**config.mk**
```make
export PLATFORM = sky130hd
export DESIGN_NAME = spi_cfg_seq
export DESIGN_NICKNAME = d
export VERILOG_FILES = /design/src/rtl/spi_cfg_seq.sv
export SDC_FILE = /design/constraint.sdc
export NUM_CORES = 1
export LEC_CHECK = 0
export CORE_UTILIZATION = 40
export DETAILED_ROUTE_END_ITERATION = 7
export SETUP_SLACK_MARGIN = 0.4
export SYNTH_ARGS = -nofsm -noshare
export SYNTH_HDL_FRONTEND = slang
export SYNTH_SLANG_ARGS = --single-unit
```
**constraint.sdc**
```tcl
create_clock -name sys_clk_i -period 5.5 [get_ports sys_clk_i]
set_clock_uncertainty 0.05 [all_clocks]
set_input_delay 1.1 -clock sys_clk_i [delete_from_list [all_inputs] [get_ports sys_clk_i]]
set_output_delay 1.1 -clock sys_clk_i [all_outputs]
set_load 0.01 [all_outputs]
```
**src/rtl/spi_cfg_seq.sv**
```systemverilog
// spi_cfg_seq: walks a register table from an external synchronous ROM,
// writes each entry to an SPI device (24-bit mode-0 frames), optionally
// reads each one back with a bounded number of retries, and finishes with
// an update-registers command.
//
// state   | meaning
// --------+-----------------------------------------------------------
// S_IDLE  | wait for a rising edge on start_i
// S_FETCH | present tbl_idx_o, latch address/data one cycle later
// S_WR    | write frame for the current entry
// S_RD    | read-back frame (verify runs only)
// S_CHK   | compare read-back data with written data
// S_UPD   | write 8'h01 to UPD_ADDR
// S_FIN   | single cycle, pulse done_o

module spi_cfg_seq #(
    parameter int          NUM_REGS  = 64,
    parameter int          CLK_DIV   = 4,
    parameter int          MAX_RETRY = 2,
    parameter logic [12:0] UPD_ADDR  = 13'h232,
    parameter int          IDX_W     = (NUM_REGS > 1) ? $clog2(NUM_REGS) : 1
) (
    input  logic             sys_clk_i,
    input  logic             rst_n_i,
    input  logic             start_i,
    input  logic             verify_en_i,
    output logic [IDX_W-1:0] tbl_idx_o,
    input  logic [12:0]      tbl_addr_i,
    input  logic [7:0]       tbl_data_i,
    output logic             spi_cs_n_o,
    output logic             spi_sclk_o,
    output logic             spi_sdio_o,
    input  logic             spi_sdo_i,
    output logic             busy_o,
    output logic             done_o,
    output logic             err_o,
    output logic [IDX_W-1:0] err_idx_o
);

    typedef enum logic [2:0] {
        S_IDLE, S_FETCH, S_WR, S_RD, S_CHK, S_UPD, S_FIN
    } state_t;

    localparam logic [7:0]       DIV_M1   = 8'(CLK_DIV - 1);
    localparam logic [IDX_W-1:0] LAST_IDX = IDX_W'(NUM_REGS - 1);
    // Half-period slots: 0..47 carry the 24 bits (low half, then high half),
    // 48 is the CS hold after the last falling edge, 49..51 keep CS high.
    localparam logic [5:0]       H_HOLD   = 6'd48;
    localparam logic [5:0]       H_CSUP   = 6'd49;
    localparam logic [5:0]       H_LAST   = 6'd51;

    // sequencer state
    state_t           state_q, state_d;
    logic             fetch_ph_q, fetch_ph_d;
    logic             sent_q, sent_d;
    logic [IDX_W-1:0] idx_q, idx_d;
    logic [12:0]      addr_q, addr_d;
    logic [7:0]       data_q, data_d;
    logic             verify_q, verify_d;
    logic [2:0]       retry_q, retry_d;
    logic             err_q, err_d;
    logic [IDX_W-1:0] err_idx_q, err_idx_d;
    logic             busy_q, busy_d;
    logic             done_q, done_d;
    logic             start_prev_q, start_prev_d;

    // frame engine state
    logic             run_q, run_d;
    logic [5:0]       half_q, half_d;
    logic [7:0]       div_q, div_d;
    logic [23:0]      shift_q, shift_d;
    logic [7:0]       rx_q, rx_d;
    logic             cs_n_q, cs_n_d;
    logic             sclk_q, sclk_d;
    logic             sdio_q, sdio_d;

    logic             go;
    logic             adv;
    logic [23:0]      frame_word;
    logic             eng_free;
    logic             tail;
    logic             start_edge;
    logic [5:0]       half_nxt;

    assign start_edge = start_i & ~start_prev_q;
    // The engine can take a new frame in the last cycle of the CS-high gap,
    // which keeps back-to-back frames exactly 52 half-periods apart.
    assign eng_free   = ~run_q | ((half_q == H_LAST) && (div_q == 8'd0));
    assign tail       = run_q & cs_n_q & sent_q;
    assign half_nxt   = half_q + 6'd1;

    // Sequencer next-state and frame requests.
    always_comb begin
        state_d      = state_q;
        fetch_ph_d   = fetch_ph_q;
        sent_d       = sent_q;
        idx_d        = idx_q;
        addr_d       = addr_q;
        data_d       = data_q;
        verify_d     = verify_q;
        retry_d      = retry_q;
        err_d        = err_q;
        err_idx_d    = err_idx_q;
        start_prev_d = start_i;
        go           = 1'b0;
        adv          = 1'b0;
        frame_word   = {1'b0, 2'b00, addr_q, data_q};

        case (state_q)
            S_IDLE: begin
                if (start_edge) begin
                    state_d    = S_FETCH;
                    fetch_ph_d = 1'b0;
                    idx_d      = '0;
                    err_d      = 1'b0;
                    err_idx_d  = '0;
                    retry_d    = 3'd0;
                    verify_d   = verify_en_i;
                end
            end
            S_FETCH: begin
                if (!fetch_ph_q) begin
                    fetch_ph_d = 1'b1;
                end else begin
                    fetch_ph_d = 1'b0;
                    addr_d     = tbl_addr_i;
                    data_d     = tbl_data_i;
                    sent_d     = 1'b0;
                    state_d    = S_WR;
                end
            end
            S_WR: begin
                if (!sent_q) begin
                    if (eng_free) begin
                        go     = 1'b1;
                        sent_d = 1'b1;
                    end
                end else if (tail) begin
                    sent_d = 1'b0;
                    if (verify_q) state_d = S_RD;
                    else          adv     = 1'b1;
                end
            end
            S_RD: begin
                frame_word = {1'b1, 2'b00, addr_q, 8'h00};
                if (!sent_q) begin
                    if (eng_free) begin
                        go     = 1'b1;
                        sent_d = 1'b1;
                    end
                end else if (tail) begin
                    sent_d  = 1'b0;
                    state_d = S_CHK;
                end
            end
            S_CHK: begin
                if (rx_q == data_q) begin
                    adv = 1'b1;
                end else if (int'(retry_q) < MAX_RETRY) begin
                    retry_d = retry_q + 3'd1;
                    state_d = S_WR;
                end else begin
                    err_d = 1'b1;
                    if (!err_q) err_idx_d = idx_q;
                    adv = 1'b1;
                end
            end
            S_UPD: begin
                frame_word = {1'b0, 2'b00, UPD_ADDR, 8'h01};
                if (!sent_q) begin
                    if (eng_free) begin
                        go     = 1'b1;
                        sent_d = 1'b1;
                    end
                end else if (!run_q) begin
                    sent_d  = 1'b0;
                    state_d = S_FIN;
                end
            end
            S_FIN: begin
                state_d = S_IDLE;
            end
            default: begin
                state_d = S_IDLE;
            end
        endcase

        if (adv) begin
            if (idx_q == LAST_IDX) begin
                state_d = S_UPD;
            end else begin
                idx_d      = idx_q + 1'b1;
                retry_d    = 3'd0;
                fetch_ph_d = 1'b0;
                state_d    = S_FETCH;
            end
        end

        busy_d = (state_d != S_IDLE);
        done_d = (state_d == S_FIN);
    end

    // Frame engine: half-period down-counter driving CS, SCLK and SDIO.
    always_comb begin
        run_d   = run_q;
        half_d  = half_q;
        div_d   = div_q;
        shift_d = shift_q;
        rx_d    = rx_q;
        cs_n_d  = cs_n_q;
        sclk_d  = sclk_q;
        sdio_d  = sdio_q;

        if (go) begin
            run_d   = 1'b1;
            half_d  = 6'd0;
            div_d   = DIV_M1;
            shift_d = frame_word;
            cs_n_d  = 1'b0;
            sclk_d  = 1'b0;
            sdio_d  = frame_word[23];
        end else if (run_q) begin
            if (div_q != 8'd0) begin
                div_d = div_q - 8'd1;
            end else begin
                div_d  = DIV_M1;
                half_d = half_nxt;
                if (half_q == H_LAST) begin
                    run_d  = 1'b0;
                    half_d = 6'd0;
                end else if (half_nxt < H_HOLD) begin
                    sclk_d = half_nxt[0];
                    if (half_nxt[0]) begin
                        rx_d = {rx_q[6:0], spi_sdo_i};
                    end else begin
                        shift_d = {shift_q[22:0], 1'b0};
                        sdio_d  = shift_q[22];
                    end
                end else if (half_nxt == H_HOLD) begin
                    sclk_d = 1'b0;
                    sdio_d = 1'b0;
                end else if (half_nxt == H_CSUP) begin
                    cs_n_d = 1'b1;
                end
            end
        end
    end

    // All state registers; reset forces the bus idle and the sequencer to IDLE.
    always_ff @(posedge sys_clk_i or negedge rst_n_i) begin
        if (!rst_n_i) begin
            state_q      <= S_IDLE;
            fetch_ph_q   <= 1'b0;
            sent_q       <= 1'b0;
            idx_q        <= '0;
            addr_q       <= 13'd0;
            data_q       <= 8'd0;
            verify_q     <= 1'b0;
            retry_q      <= 3'd0;
            err_q        <= 1'b0;
            err_idx_q    <= '0;
            busy_q       <= 1'b0;
            done_q       <= 1'b0;
            start_prev_q <= 1'b1;
            run_q        <= 1'b0;
            half_q       <= 6'd0;
            div_q        <= 8'd0;
            shift_q      <= 24'd0;
            rx_q         <= 8'd0;
            cs_n_q       <= 1'b1;
            sclk_q       <= 1'b0;
            sdio_q       <= 1'b0;
        end else begin
            state_q      <= state_d;
            fetch_ph_q   <= fetch_ph_d;
            sent_q       <= sent_d;
            idx_q        <= idx_d;
            addr_q       <= addr_d;
            data_q       <= data_d;
            verify_q     <= verify_d;
            retry_q      <= retry_d;
            err_q        <= err_d;
            err_idx_q    <= err_idx_d;
            busy_q       <= busy_d;
            done_q       <= done_d;
            start_prev_q <= start_prev_d;
            run_q        <= run_d;
            half_q       <= half_d;
            div_q        <= div_d;
            shift_q      <= shift_d;
            rx_q         <= rx_d;
            cs_n_q       <= cs_n_d;
            sclk_q       <= sclk_d;
            sdio_q       <= sdio_d;
        end
    end

    assign tbl_idx_o  = idx_q;
    assign spi_cs_n_o = cs_n_q;
    assign spi_sclk_o = sclk_q;
    assign spi_sdio_o = sdio_q;
    assign busy_o     = busy_q;
    assign done_o     = done_q;
    assign err_o      = err_q;
    assign err_idx_o  = err_idx_q;

endmodule
```
==> results of run 1 <==
## path summary, 6_finish.rpt
kind                       cells past startpoint      endpoint         start
setup / recovery                               6   shift_q[14]     half_q[0]
hold / removal                                 2  err_idx_o[5]  err_idx_o[5]
setup reg to reg                               6   shift_q[14]     half_q[0]
hold reg to reg                                2  err_idx_o[5]  err_idx_o[5]
max in group asynchronous                      2   shift_q[10]       rst_n_i
min in group asynchronous                      1     half_q[4]       rst_n_i
## tightest hold or removal path, cell delays in order (launching register included)
cell,delay (ns)
dfrtp_1,0.34
nand2_1,0.05
o21ai_0,0.06
## flip-flops by register name (all words and copies together), names as in the netlist, 3 cells and up
signal and cells:
div_q 8, tbl_idx_o 6, retry_q 3, addr_q 13
half_q 6, state_q 3, shift_q 23, err_idx_o 6
data_q 8, rx_q 8
## cells in the final DEF (no fill, tap or decap), types with 5 or more instances in the layout
cell type        count
a21oi_1             22
nand3_1             16
nand2b_1             6
clkbuf_16            9
ha_1                 6
nand2_1             41
nor2_1              24
clkdlybuf4s50_1     42
nor3_1               8
dfrtp_1             93
o2bb2ai_1            7
mux2i_1             26
o21ai_1              6
xor2_1               9
mux2_2              31
o21ai_0             33
and2_1               5
inv_1               10
## area by class of cell
cell class                 count  area share (%)
timing repair buffer          46            8.24
multi-input combinational    306            39.1
sequential                    95            43.5
tap                          143            3.27
clock buffer                  12            4.87
clock inverter                 3           0.320
inverter                      10           0.686
## through the flow
stage / hold slack [ns] / power (mW) / setup WS, ns
6_report: 0.438 / 1.37 / 2.66
4_1_cts: 0.444 / 1.40 / 2.64
3_3_place_gp: 0.421 / 0.800 / 2.52
2_1_floorplan: 0.415 / 0.760 / 3.33
5_1_grt: 0.467 / 1.43 / 2.39
3_5_place_dp: 0.427 / 0.801 / 2.51
## power by group through the flow
stage                     Combinational [mW]  Sequential, mW  Clock (mW)
after global routing                  0.0636           0.733       0.637
after CTS                             0.0580           0.731       0.608
final                                 0.0559           0.731       0.588
after detailed placement              0.0576           0.744           0
after global placement                0.0561           0.744           0
after floorplan                       0.0210           0.739           0
## kinds of logic after synthesis
group	share of synthesized area, %
DFF	50.7
adders and majority gates	1.60
AOI/OAI and AO/OA	14.2
xor gates and xnor gates	1.87
buffers and inverters	3.73
and+or+nand+nor	14.9
muxes	13.0
## routing by layer
layer	vias to the layer above	global-route usage, %	wire length [µm]
met4	0	4.70	122
li1	1633	-	-
met1	1642	24.0	4580
met3	10	5.11	379
met2	60	26.5	4390
met5	-	0	0
==> results.md, run 1 <==
- CP top delay family: simple AND/OR/NAND/NOR gates
- Clk buf depth: 2
- Post-CTS Setup Repair Bufs: 0
- Worst-path fanout max: 30
- H-tree depth: 3
- Cell with the most instances after synthesis: dfrtp_1
- Global Route Usage Sum: 17.4%
- Clk Latency, worst-skew pair: 0.34 ns
- Max incr delay on CP: 0.83 ns
- Cell area power density: 251 mW/mm²
- Layout fillers: 1073
- Global-route wire length before repair: 16.1 mm
- RSZ-0062 raised after global routing: false
- Die Span Y: 110 µm
- Crit share post-route: 51.7%
- Commonest cells in the netlist: dfrtp_1, nand2_1, o21ai_0
- Seq pwr share: 53.2%
- Clock power frac: 42.8%
- Max Fclk: 0.352 GHz
- First-pass iteration count of the detailed router: 4
- Multi-input logic area: 0.00214 mm²
- Syn Nets: 462
- Combinational power share: 4.1%
- Maximum vdd drop: 228 µV
- Share of layout cells above drive strength 1: 13.6%
- Clock sinks: 95
- Slew headroom: 34.1%
- Vias: 3345
- CP max-delay cell: and2_1
- Synthesized area: 0.00469 mm²
- Area delta synth->final: 16.5%
- Avg Vias per Cell: 5.44
- Post-synthesis register bit count: 95
- IO Pins: 44
- TritonCTS buffer count: 9
- Yosys top cell area share: 49.6%
- CP required: 5.62 ns
- Max Cap Viol: 0
- Worst Path Arrival: 2.97 ns
- Switching portion of total power: 20.9%
- Core area: 0.0114 mm²
- Hold Path Class: reg -> reg
- Final #Nets: 500
- Antenna-violating nets left: 0
- Die Wd: 110 µm
- Initial antenna violation count: 0
- Detailed placement HPWL: 6.59 mm
- Worst path cell trace: ha_1 > nand2_1 > or3_1 > o21ai_1 > and2_1 > o21ai_0
- Setup Viol. Count Final: 0
- 1st-iter DRT viols: 176
- Worst Path Class, Setup: reg -> reg
- Core Util, Final: 47.9%
- Synth warn: 0
- EDFF count, synth: 0
- Synth area leaders: dfrtp_1, mux2_2, mux2i_1, o21ai_0, nand2_1
- Post-synthesis sequential area ratio: 50.7%
- Reg clk slew, reported paths: 0.06 ns
- Antenna Cells: 0
- Root buffer cell: clkbuf_16
- Post-synth top area cell: dfrtp_1
- CTS Hold Buffers Added: 0
- Distinct cell type count after synthesis: 63
- Reg area: 0.00238 mm²
- Post-DP Area: 0.00518 mm²
- Largest net degree at the start of global routing: 60
- Outcome: finished, final reports clean
- CTS tree: yes
- DRC errors left: 0
- Fin Setup TNS: 0 ns
- Startpoint types: flop
- Number of buffers added on ports: 43
- Switching Power: 0.287 mW
- Crit path time final: 2.84 ns
- Initial Utilization: 41.1%
- Final instance area: 0.00547 mm²
- LEAKAGE: 2.20 nW
- Hold Vio Cnt, Final: 0
- Row count: 39
- Placed Instances: 600
- Non-Filler Instances: 615
- Crit. End Element: flop
- FFs w/ async S/R, synth: 100%
- Worst-Margin Slew: 0.989 ns
- Vias in the first global route: 3252
- Die ar.: 0.0122 mm²
- R2r setup slk: 2.66 ns
- Drt wl/cell: 15.4 µm
- Post-synth top flop: dfrtp_1
- CP Buf/Inv Count: 0
- Post-synthesis instance total: 430
- Placer Congestion: 0.819
- Grt ovf: 0
- Final Max Slew Viols: 0
- Int Pwr: 1.09 mW
- Cts repair resizes: 0
- Routed Wire Length: 9.47 mm
- Syn avg cell area: 10.9 µm²
Power figures use the tool's default switching activity.
==> run 2, diff against run 1 <==
==> constraint.sdc (replaced) <==
create_clock -name sys_clk_i -period 2.9 [get_ports sys_clk_i]
set_clock_uncertainty 0.05 [all_clocks]
set_input_delay 0.58 -clock sys_clk_i [delete_from_list [all_inputs] [get_ports sys_clk_i]]
set_output_delay 0.58 -clock sys_clk_i [all_outputs]
set_load 0.01 [all_outputs]
==> run 2 against run 1 <==
Flip-flop and latch count did not move. Die area did not move. Setup slack got worse by 2.1 ns. Register-to-register slack worse by 2.1 ns. Largest power group unchanged. Global-route usage up 0.28 points. Sequential share of layout area is 0.63 points lower. Non-clock buffer count rose by 8.
==> results.md, run 2 (synthesis gave the netlist of run 1 again) <==
- Clk buf depth: 2 (unchanged)
- Total power: 2.58 mW (was 1.37 mW)
- Die Wd: 110 µm (unchanged)
- IO Pins: 44 (unchanged)
- CP required: 3.08 ns (was 5.62 ns)
- Startpoint types: flop (unchanged)
- Commonest non-fill, non-tap cell in the layout: dfrtp_1 (unchanged)
- Routed Wire Length: 9.73 mm (was 9.47 mm)
- FF-to-FF Start: half_q[0] (unchanged)
- RSZ-0062 raised after global routing: true (was false)
- Antenna Cells: 0 (unchanged)
- Global Route Usage Sum: 17.6% (was 17.4%)
- Largest Register: shift_q (unchanged)
- Post-CTS Setup Repair Bufs: 0 (unchanged)
- Hold WS: 0.166 ns (was 0.438 ns)
- Clock sinks: 95 (unchanged)
- Reg clk slew, reported paths: 0.06 ns (about the same)
- Number of buffers added on ports: 43 (unchanged)
- Grt ovf: 0 (unchanged)
- Area delta synth->final: 18.2% (was 16.5%)
- CTS tree: yes (unchanged)
- TritonCTS buffer count: 9 (unchanged)
- Max Fclk: 0.418 GHz (was 0.352 GHz)
- Max reg flops: 23 (unchanged)
- Global-route wire length before repair: 16.2 mm (was 16.1 mm)
- Crit share post-route: 82.5% (was 51.7%)
- DRC errors left: 0 (unchanged)
- Setup Viol. Count Final: 0 (unchanged)
- Crit path time final: 2.39 ns (was 2.84 ns)
- LEAKAGE: 2.24 nW (was 2.20 nW)
- Max Cap Viol: 0 (unchanged)
- Vias: 3371 (was 3345)
- Final instance area: 0.00555 mm² (was 0.00547 mm²)
- Final #Nets: 508 (was 500)
- Worst Path Class, Setup: reg -> reg (unchanged)
- Slew headroom: 64.5% (was 34.1%)
- Hold Path Class: in -> async (was reg -> reg)
- Worst Path Arrival: 2.57 ns (was 2.97 ns)
- Crit. End Element: flop (unchanged)
- Detailed placement HPWL: 6.82 mm (was 6.59 mm)
- Drt wl/cell: 15.6 µm (was 15.4 µm)
- Root buffer cell: clkbuf_16 (unchanged)
- Hold Vio Cnt, Final: 0 (unchanged)
- H-tree depth: 3 (unchanged)
- Biggest regs: shift_q (23), addr_q (13) (unchanged)
- Maximum vdd drop: 298 µV (was 228 µV)
- Multi-input logic area: 0.00216 mm² (was 0.00214 mm²)
- Core area: 0.0114 mm² (unchanged)
- Initial antenna violation count: 0 (unchanged)
- Outcome: finished, final reports clean (unchanged)
- Worst-path fanout max: 9 (was 30)
- Layout fillers: 1096 (was 1073)
- Reg area: 0.00238 mm² (unchanged)
- Antenna-violating nets left: 0 (unchanged)
- Row count: 39 (unchanged)
- R2R Path End: rx_q[6] (was shift_q[14])
- Worst R2R Path Depth: 7 (was 6)
- Vias in the first global route: 3345 (was 3252)
- CP max-delay cell: dfrtp_1 (was and2_1)
- Final Max Slew Viols: 0 (unchanged)
- Clk Latency, worst-skew pair: 0.34 ns (about the same)
- Avg Vias per Cell: 5.41 (was 5.44)
- Cell area power density: 465 mW/mm² (was 251 mW/mm²)
- Initial Utilization: 41.1% (unchanged)
- 1st-iter DRT viols: 136 (was 176)
- Largest net degree at the start of global routing: 41 (was 60)
- Worst-Margin Slew: 0.533 ns (was 0.989 ns)
- Die Span Y: 110 µm (unchanged)
- Placer Congestion: 0.763 (was 0.819)
- Post-DP Area: 0.00526 mm² (was 0.00518 mm²)
- Most frequent cells in the layout: dfrtp_1, clkdlybuf4s50_1, nand2_1 (unchanged)
- Share of layout cells above drive strength 1: 15.8% (was 13.6%)
- Fin Setup TNS: 0 ns (unchanged)
- R2r setup slk: 0.51 ns (was 2.66 ns)
- Max incr delay on CP: 0.48 ns (was 0.83 ns)
- First-pass iteration count of the detailed router: 5 (was 4)
- Die ar.: 0.0122 mm² (unchanged)
- Worst path cell trace: ha_2 > nand2_1 > or3_1 > nand4_1 > nor2_1 > nand2_2 > mux2_2 (was ha_1 > nand2_1 > or3_1 > o21ai_1 > and2_1 > o21ai_0)
run 2: what timing repair did:
action                     in CTS  in global routing
gates resized for setup         2                  7
hold buffers                    0                  0
pin swaps                       0                  0
setup endpoints to repair      14                 46
run 2: critical path: cells and delay by family (launching register included):
family	cells	cell delay [ns]
mux	1	0.37
fa+ha+maj	1	0.30
flops	1	0.48
simple gates	5	1.07
run 2: routing by layer:
metal	global-route usage (%)	up-vias	wire length (µm)
met1	23.7	1655	4670
met5	0	-	0
met2	27.7	55	4540
li1	-	1648	-
met3	3.41	13	342
met4	7.61	0	178
run 2: worst max-delay path by stage:
stage / from / to / slack (ns) / cells after the start
finish: half_q[0] / rx_q[6] / 0.51 / 7
global route: half_q[0] / rx_q[2] / 0.40 / 7
CTS: half_q[0] / rx_q[2] / 0.48 / 7
detailed placement: half_q[0] / rx_q[2] / 0.38 / 7
global placement: half_q[0] / rx_q[0] / 0.49 / 7
floorplan: half_q[0] / rx_q[0] / 0.73 / 8
run 2: stage by stage:
step	util (%)	cells	setup WS, ns
finish	48.6	623	0.508
global route	48.6	623	0.397
CTS	48.4	623	0.478
detailed placement	46.0	608	0.376
global placement	46.0	608	0.493
floorplan	-	430	0.730
run 2: final cells by class:
class | instances | area share (%)
sequential | 95 | 42.9
clock inverter | 3 | 0.361
clock buffer | 12 | 4.44
multi-input combinational | 306 | 38.9
inverter | 10 | 0.677
tap | 143 | 3.23
timing repair buffer | 54 | 9.49
run 2: where the power goes:
| part | internal, mW | switching, mW |
|---|---|---|
| clock | 0.599 | 0.486 |
| combinational | 0.0625 | 0.0475 |
| sequential | 1.36 | 0.0246 |
| total | 2.02 | 0.558 |
==> run 3, diff against run 2 <==
==> constraint.sdc (replaced) <==
create_clock -name sys_clk_i -period 2.4 [get_ports sys_clk_i]
set_clock_uncertainty 0.05 [all_clocks]
set_input_delay 0.48 -clock sys_clk_i [delete_from_list [all_inputs] [get_ports sys_clk_i]]
set_output_delay 0.48 -clock sys_clk_i [all_outputs]
set_load 0.01 [all_outputs]
==> run 3 against run 2 <==
Combinational power up 29%. Sequential share of layout area down 4.0 points. Routed wire length increased by 7.2%. Largest power group unchanged. Highest routed layer unchanged.
==> results.md, run 3 (synthesis gave the netlist of run 1 again) <==
- Outcome: finished, final reports clean (unchanged)
- CP max-delay cell: dfrtp_2 (was dfrtp_1)
- LEAKAGE: 2.50 nW (was 2.24 nW)
- Final #Nets: 544 (was 508)
- Routed Wire Length: 10.4 mm (was 9.73 mm)
- Clk Latency, worst-skew pair: 0.35 ns (was 0.34 ns)
- Vias: 3529 (was 3371)
- Reg clk slew, reported paths: 0.07 ns (was 0.06 ns)
- Largest net degree at the start of global routing: 41 (unchanged)
- Row count: 39 (unchanged)
- Die Wd: 110 µm (unchanged)
- CTS Hold Buffers Added: 0 (unchanged)
- Global Route Usage Sum: 18.1% (was 17.6%)
- H-tree depth: 3 (unchanged)
- CTS tree: yes (unchanged)
- Maximum vdd drop: 497 µV (was 298 µV)
- Die Span Y: 110 µm (unchanged)
- Non-Filler Instances: 660 (was 623)
- Max reg flops: 23 (unchanged)
- Worst path cell trace: ha_4 > or2_4 > o22ai_2 > a32oi_2 > and3_4 > buf_12 > buf_16 > buf_4 > a21oi_2 > a21oi_2 (was ha_2 > nand2_1 > or3_1 > nand4_1 > nor2_1 > nand2_2 > mux2_2)
- Initial Utilization: 41.1% (unchanged)
- Max Cap Viol: 0 (unchanged)
- Max Fclk: 0.481 GHz (was 0.418 GHz)
- Hold Path Class: in -> async (unchanged)
- Avg Vias per Cell: 5.35 (was 5.41)
- Hold Vio Cnt, Final: 0 (unchanged)
- Worst Path Arrival: 2.27 ns (was 2.57 ns)
- Slew headroom: 63.0% (was 64.5%)
- Worst-path fanout max: 7 (was 9)
- Crit path time final: 2.08 ns (was 2.39 ns)
- Max incr delay on CP: 0.45 ns (was 0.48 ns)
- Crit. End Element: flop (unchanged)
- Global-route wire length before repair: 16.7 mm (was 16.2 mm)
- Detailed placement HPWL: 6.96 mm (was 6.82 mm)
- Placed Instances: 617 (was 608)
- Antenna Cells: 0 (unchanged)
- Crit share post-route: 86.7% (was 82.5%)
- CP required: 2.59 ns (was 3.08 ns)
- Cell area power density: 531 mW/mm² (was 465 mW/mm²)
- Die ar.: 0.0122 mm² (unchanged)
- 1st-iter DRT viols: 162 (was 136)
- Worst Path Class, Setup: reg -> reg (unchanged)
- Most frequent cells in the layout: dfrtp_1, clkdlybuf4s50_1, buf_4 (was dfrtp_1, clkdlybuf4s50_1, nand2_1)
- Initial antenna violation count: 0 (unchanged)
- RSZ-0062 raised after global routing: true (unchanged)
- DRC errors left: 0 (unchanged)
- Antenna-violating nets left: 0 (unchanged)
- Fin Setup TNS: 0 ns (unchanged)
- IO Pins: 44 (unchanged)
- Cell mode on critical path: a21oi_2
- Vias in the first global route: 3381 (was 3345)
- First-pass iteration count of the detailed router: 4 (was 5)
- Worst-Margin Slew: 0.554 ns (was 0.533 ns)
- Clock sinks: 95 (unchanged)
- Largest Register: shift_q (unchanged)
- Clk buf depth: 2 (unchanged)
- Final Max Slew Viols: 0 (unchanged)
- Core area: 0.0114 mm² (unchanged)
- Setup Viol. Count Final: 0 (unchanged)
- Drt wl/cell: 15.8 µm (was 15.6 µm)
- Reg area: 0.00239 mm² (was 0.00238 mm²)
- Biggest regs: shift_q (23), addr_q (13) (unchanged)
- Placer Congestion: 0.771 (was 0.763)
- TritonCTS buffer count: 9 (unchanged)
- Root buffer cell: clkbuf_16 (unchanged)
- Layout fillers: 1010 (was 1096)
- Number of buffers added on ports: 43 (unchanged)
- Commonest non-fill, non-tap cell in the layout: dfrtp_1 (unchanged)
- Grt ovf: 0 (unchanged)
- Area delta synth->final: 30.9% (was 18.2%)
- Multi-input logic area: 0.00233 mm² (was 0.00216 mm²)
- Startpoint types: flop (unchanged)
- Share of layout cells above drive strength 1: 27.9% (was 15.8%)
-- run 3: cell count changes in the layout (fill, tap and decap cells not counted), sizes merged --
cell / before / now
buf: 12 / 47
bufinv: 0 / 1
clkbuf: 12 / 13
clkdlybuf4s50: 42 / 41
clkinv: 1 / 0
dlygate4sd2: 0 / 1
inv: 10 / 11
-- run 3: worst max-delay path: cells and delay by family, from the launching register on --
kind,cells,cell delay (ns)
and+or+nand+nor,2,0.49
adders and majority gates,1,0.20
DFF,1,0.45
AOI/OAI and AO/OA,4,0.39
buffers and inverters,3,0.39
-- run 3: power by group --
part	leakage, nW	switching [mW]	total, mW	internal (mW)
Sequential	1.12	0.0299	1.67	1.64
Combinational	1.23	0.0612	0.142	0.0809
Clock	0.139	0.604	1.44	0.840
Total	2.50	0.695	3.26	2.56
-- run 3: per-layer routing --
metal / vias to the layer above / track usage (%) / wire (µm) / share of wire [%]
li1: 1722 / - / - / -
met1: 1731 / 23.9 / 4870 / 47
met2: 64 / 28.6 / 4990 / 48
met3: 12 / 4.76 / 412 / 3.9
met4: 0 / 6.77 / 167 / 1.6
met5: - / 0 / 0 / 0
-- run 3: cell type report --
| cell class | instances | share of cell area (%) |
|---|---|---|
| clock inverters | 4 | 0.876 |
| well taps | 143 | 2.91 |
| inverters | 10 | 0.611 |
| clock buffers | 12 | 4.01 |
| multi-input cells | 306 | 38.0 |
| repair buffers | 90 | 14.7 |
| flip-flops and latches | 95 | 38.9 |
-- run 3: timing repair --
action / 4_1_cts / 5_1_grt
pin swaps: 6 / 19
endpoints found under the setup margin: 55 / 76
setup buffers: 8 / 16
cloned: 2 / 1
gates resized for setup: 20 / 38
-- run 3: stage by stage --
stage | utilization, % | setup WS (ns) | hold WS (ns) | power (mW) | area [µm²]
after CTS | 51.4 | 0.296 | 0.0882 | 3.30 | 5870
after detailed placement | 47.1 | 0.0992 | 0.431 | 1.84 | 5380
after floorplan | - | 0.300 | 0.134 | 1.74 | 4740
after global placement | 47.1 | 0.149 | 0.419 | 1.84 | 5380
after global routing | 53.8 | 0.210 | 0.107 | 3.38 | 6140
final | 53.8 | 0.319 | 0.0743 | 3.26 | 6140
-- run 3: worst paths after layout --
path                                    from      endpoint  slack [ns]  cells after the start
worst min register to register  err_idx_o[0]  err_idx_o[0]        0.44                      2
min in group sys_clk_i          err_idx_o[0]  err_idx_o[0]        0.44                      2
worst min-delay path                 rst_n_i     half_q[4]        0.07                      1
max in group asynchronous            rst_n_i   shift_q[11]        1.54                      2
worst max-delay path               half_q[1]    spi_sdio_o        0.32                     10
worst max register to register     half_q[1]    spi_sdio_o        0.32                     10
